[src/rtl/ysyx_22050550_define.sv]
// Shared write-back widths and requester encoding.
package ysyx_22050550_define;

  localparam int XLEN    = 64;
  localparam int REG_NUM = 32;
  localparam int REG_AW  = $clog2(REG_NUM);

  typedef enum logic {
    REQ_EXU = 1'b0,
    REQ_LSU = 1'b1
  } req_e;

  typedef struct packed {
    logic              valid;
    logic [REG_AW-1:0] waddr;
    logic [XLEN-1:0]   wdata;
  } wb_t;

endpackage

[src/rtl/ysyx_22050550_wbu_arb_if.sv]
// Valid/ready pairs between the write-back top and its arbiter.
interface ysyx_22050550_wbu_arb_if;

  logic exu_valid;
  logic exu_ready;
  logic lsu_valid;
  logic lsu_ready;

  modport arb (input exu_valid, lsu_valid, output exu_ready, lsu_ready);
  modport req (output exu_valid, lsu_valid, input exu_ready, lsu_ready);

endinterface

[src/rtl/ysyx_22050550_wb_rr_arb.sv]
// Two-way write-back arbiter: fixed LSU priority, or round-robin on conflicts
// when YSYX_22050550_WB_RR_EN is defined.
module ysyx_22050550_wb_rr_arb
  import ysyx_22050550_define::*;
(
`ifdef YSYX_22050550_WB_RR_EN
  input logic                  clk,
`endif
  input logic                  rst,
  ysyx_22050550_wbu_arb_if.arb bus
);

  req_e grant;

`ifdef YSYX_22050550_WB_RR_EN
  req_e last_q, last_d;

  always_ff @(posedge clk or posedge rst) begin
    if (rst) last_q <= REQ_LSU;
    else     last_q <= last_d;
  end

  // Only an actual transfer moves the round-robin pointer.
  always_comb begin
    last_d = last_q;
    if (bus.exu_ready || bus.lsu_ready) last_d = grant;
  end
`endif

  always_comb begin
    grant = bus.lsu_valid ? REQ_LSU : REQ_EXU;
`ifdef YSYX_22050550_WB_RR_EN
    if (bus.lsu_valid && bus.exu_valid)
      grant = (last_q == REQ_LSU) ? REQ_EXU : REQ_LSU;
`endif
    bus.lsu_ready = !rst && bus.lsu_valid && (grant == REQ_LSU);
    bus.exu_ready = !rst && bus.exu_valid && (grant == REQ_EXU);
  end

endmodule

[src/rtl/ysyx_22050550_wbu_arb.sv]
// Write-back unit: arbitrates EXU/LSU results into one registered write port
// and keeps the register busy scoreboard. Optional macro: YSYX_22050550_WB_RR_EN.
module ysyx_22050550_wbu_arb
  import ysyx_22050550_define::*;
(
  input  logic              clock,
  input  logic              reset,
  input  logic              io_ISS_valid,
  input  logic              io_ISS_wen,
  input  logic [REG_AW-1:0] io_ISS_waddr,
  input  logic              io_EXU_valid,
  output logic              io_EXU_ready,
  input  logic [REG_AW-1:0] io_EXU_waddr,
  input  logic [XLEN-1:0]   io_EXU_wdata,
  input  logic              io_LSU_valid,
  output logic              io_LSU_ready,
  input  logic [REG_AW-1:0] io_LSU_waddr,
  input  logic [XLEN-1:0]   io_LSU_wdata,
  output logic              io_WBU_valid,
  output logic [REG_AW-1:0] io_WBU_waddr,
  output logic [XLEN-1:0]   io_WBU_rdata,
  input  logic [REG_AW-1:0] io_IDU_raddr1,
  input  logic [REG_AW-1:0] io_IDU_raddr2,
  output logic              io_IDU_busy1,
  output logic              io_IDU_busy2
);

  ysyx_22050550_wbu_arb_if arb_bus ();

  assign arb_bus.exu_valid = io_EXU_valid;
  assign arb_bus.lsu_valid = io_LSU_valid;
  assign io_EXU_ready      = arb_bus.exu_ready;
  assign io_LSU_ready      = arb_bus.lsu_ready;

  ysyx_22050550_wb_rr_arb u_arb (
`ifdef YSYX_22050550_WB_RR_EN
    .clk (clock),
`endif
    .rst (reset),
    .bus (arb_bus.arb)
  );

  wb_t               wb_q, wb_d;
  logic [REG_NUM-1:0] busy_q, busy_d;

  // Writes to x0 are consumed but never presented as valid.
  always_comb begin
    wb_d.valid = 1'b0;
    wb_d.waddr = wb_q.waddr;
    wb_d.wdata = wb_q.wdata;
    if (arb_bus.lsu_ready) begin
      wb_d.valid = (io_LSU_waddr != '0);
      wb_d.waddr = io_LSU_waddr;
      wb_d.wdata = io_LSU_wdata;
    end else if (arb_bus.exu_ready) begin
      wb_d.valid = (io_EXU_waddr != '0);
      wb_d.waddr = io_EXU_waddr;
      wb_d.wdata = io_EXU_wdata;
    end
  end

  // Issue set is applied after the write-back clear so the set wins.
  always_comb begin
    busy_d = busy_q;
    if (wb_q.valid) busy_d[wb_q.waddr] = 1'b0;
    if (io_ISS_valid && io_ISS_wen) busy_d[io_ISS_waddr] = 1'b1;
    busy_d[0] = 1'b0;
  end

  always_ff @(posedge clock or posedge reset) begin
    if (reset) begin
      wb_q   <= '0;
      busy_q <= '0;
    end else begin
      wb_q   <= wb_d;
      busy_q <= busy_d;
    end
  end

  assign io_WBU_valid = wb_q.valid;
  assign io_WBU_waddr = wb_q.waddr;
  assign io_WBU_rdata = wb_q.wdata;

  assign io_IDU_busy1 = busy_q[io_IDU_raddr1] && !(wb_q.valid && (wb_q.waddr == io_IDU_raddr1));
  assign io_IDU_busy2 = busy_q[io_IDU_raddr2] && !(wb_q.valid && (wb_q.waddr == io_IDU_raddr2));

endmodule

[config.mk]
export PLATFORM = sky130hd
export DESIGN_NAME = ysyx_22050550_wbu_arb
export DESIGN_NICKNAME = d
export VERILOG_FILES = /design/src/rtl/ysyx_22050550_define.sv /design/src/rtl/ysyx_22050550_wbu_arb_if.sv /design/src/rtl/ysyx_22050550_wb_rr_arb.sv /design/src/rtl/ysyx_22050550_wbu_arb.sv
export SDC_FILE = /design/constraint.sdc
export NUM_CORES = 1
export LEC_CHECK = 0
export CAP_MARGIN = 40
export CORE_UTILIZATION = 42
export DETAILED_ROUTE_END_ITERATION = 10
export PLACE_DENSITY = 0.84
export SETUP_SLACK_MARGIN = 0.1
export SLEW_MARGIN = 20
export SYNTH_ARGS = -nofsm -noshare
export SYNTH_HDL_FRONTEND = slang
export SYNTH_HIERARCHICAL = 1
export SYNTH_SLANG_ARGS = --single-unit
[constraint.sdc]
create_clock -name clock -period 3.8 [get_ports clock]
set_clock_uncertainty 0.2 [all_clocks]
set_input_delay 0.57 -clock clock [delete_from_list [all_inputs] [get_ports clock]]
set_output_delay 0.57 -clock clock [all_outputs]
set_load 0.03 [all_outputs]
==> results.ini <==
[clock_network]
insertion_delay_ns=0.33
cts_sinks=101
tritoncts=done
ctsHtreeMaxLevel=3
clk_path_buf_depth=2
cts_setup_buffers=0
clk_pin_slew_ns=0.07
ctsRootBufferMaster=clkbuf_16
cts_buffers=9

[synthesis]
synth_seq_cells=101
netlist_area_sq_um=5210
ys_seq_area_share_pct=48.5
synth_cell_types=32
netlist_instances=506
synthTopCellsByArea=dfrtp_1 (49%), mux2i_1 (13%), o21ai_1 (11%)
yosys.area.top_type_share_pct=48.5
syn_nets=665
syn_avg_cell_area_sq_um=10.3
synth_area_leader_cell=dfrtp_1
ys_warn_count=6

[floorplanning]
fp-row-count=40
die_w_um=113
die_area_sq_um=12900
core_area_sq_um=12100
start_util_pct=43.2
ios=233
die_height_um=113

[global_route]
grt_max_degree=141
grt_pass1_vias=5042
overflow=0
grt_pass1_wl_um=25100
antenna_found_initial=0
track_usage_pct=24.9

[layout]
drive_above_1_share_pct=4.80
diodes=0
mostFrequentLayoutCell=clkdlybuf4s50_1
mostFrequentLayoutCells=clkdlybuf4s50_1 (230), o21ai_1 (114), dfrtp_1 (101)
final_net_count=883
areaGrowthSynthToFinish_pct=53.0

[setup_path]
critPathLaunchType=input pin
crit_arrival_ns=2.73
endpoint_kind=output pin
r2r_start=io_WBU_waddr[4]$_DFFE_PP0P_
worst-r2r-cell-count=3
critPathKind=input pin to output pin
cp.required_ns=3.03
cp_max_fo=11
r2r_slack_ns=2.05
worstReg2RegEnd=busy_q[17]$_DFF_PP0_

[min_path]
holdCritPathClass=flip-flop to flip-flop
hold_path.startpoint=busy_q[4]$_DFF_PP0_
min_path_cells=2
whs_endpoint=busy_q[4]$_DFF_PP0_

[outcome]
status=finished, final reports clean

[placed_design]
gp_congestion=1.07
dp_hpwl_um=11800
io_buffers=232

[power]
ir_worst_vdd_uv=189
leakagePower_nw=2.95
power_density_nw_per_um2=455

[detailed_routing]
firstDrtPassIters=5
routed_wl_um=15900
vias_per_cell=5.48
drtIter0Drc=496
final_antenna_net_count=0
wl_per_cell_um=17.7
drc=0
vias=4914

[timing]
finalMaxSlewViolations=0
tightest_slew_ns=0.574
max_freq_ghz=0.286
slew_headroom_pct=61.8
hold-worst-slack_ns=0.348
finalHoldViolCount=0
setup_viol=0
post-route-period-util_pct=92.2
fin_tns_setup_ns=0
fin_crit_ns=3.50
rsz0062_at_grt=no

[run]
max_cap_viol_count=0

==> registers in the layout, indices dropped and copies added, names as in the netlist <==
register / flops
io_WBU_waddr: 5
io_WBU_valid: 1
io_WBU_rdata: 64
busy_q: 31
==> area by class of cell <==
cell class                      instances  area, sq um
Timing Repair Buffer                  241         2430
Clock buffer                           13          250
Clock inverter                          3         21.3
Sequential cell                       101         2530
Tap cell                              168          210
Multi-Input combinational cell        368         2500
Fill cell                             965         4090
Inverter                                3         27.5
==> report_power, final <==
group	switching (mW)	total, mW	internal, mW
logic	0.597	1.22	0.623
clock network	0.382	0.845	0.463
registers	0.243	1.56	1.32
total	1.22	3.63	2.40
==> worst max-delay path, stage by stage <==
cell             delay, ns
clkdlybuf4s50_1       0.73
mux4_1                0.61
o22ai_1               0.17
o32a_1                0.18
o32ai_1               0.10
dlygate4sd2_1         0.37
==> timing repair <==
action / 4_1_cts / 5_1_grt
endpoints found under the setup margin: 2 / 0
gates resized for setup: 2 / 0
hold buffers: 0 / 0
==> cells by family after synthesis <==
| kind of cell | synth area share [%] |
|---|---|
| buf+inv | 3.77 |
| simple gates | 11.0 |
| mux | 20.0 |
| flops | 48.5 |
| xor+xnor | 1.68 |
| compound gates | 15.0 |
==> Yosys cell counts, drive strengths merged <==
| cell type | number |
|---|---|
| o32ai | 4 |
| o32a | 2 |
| inv | 2 |
| bufinv | 1 |
| dfrtp | 101 |
| nor2b | 3 |
| mux2 | 6 |
| buf | 15 |
| a221oi | 2 |
| nand2b | 3 |
| o2111ai | 2 |
| o22ai | 2 |
| nand4b | 1 |
| clkbuf | 19 |
| or3b | 4 |
| mux2i | 69 |
| or3 | 5 |
| nor2 | 9 |
| nor3b | 1 |
| mux4 | 12 |
| xnor2 | 10 |
| or4 | 2 |
| nand2 | 80 |
| nand3 | 3 |
| o21ai | 136 |
| nand4 | 3 |
| nand3b | 9 |
==> per-stage QoR <==
step / total power [mW] / std cells / setup slack [ns] / util, % / instance area, sq um
after global routing: 3.79 / 897 / 0.187 / 66.1 / 7970
after floorplan: 2.18 / 506 / 0.383 / - / 5210
final: 3.63 / 897 / 0.298 / 66.1 / 7970
after detailed placement: 2.78 / 881 / 0.0681 / 63.8 / 7700
after CTS: 3.63 / 897 / 0.309 / 66.1 / 7970
after global placement: 2.72 / 880 / 0.0679 / 63.6 / 7670
==> metal layers <==
layer,vias to the layer above,GRT usage (%),part of all wire (%)
met5,-,0,0
met4,0,11.0,2.7
met3,40,5.63,6.9
met2,261,43.7,52
met1,2341,29.4,39
li1,2272,-,-
==> worst max-delay path by stage <==
stage                                 endpoint  slack, ns  cells past startpoint             start
after floorplan           busy_q[10]$_DFF_PP0_       0.38                      1             reset
after global placement            io_IDU_busy1       0.07                      6  io_IDU_raddr1[1]
after detailed placement          io_IDU_busy1       0.07                      6  io_IDU_raddr1[1]
after CTS                         io_IDU_busy1       0.31                      6  io_IDU_raddr1[1]
after global routing              io_IDU_busy1       0.19                      6  io_IDU_raddr1[1]
final                             io_IDU_busy1       0.30                      6  io_IDU_raddr1[1]
Power figures use the tool's default switching activity.
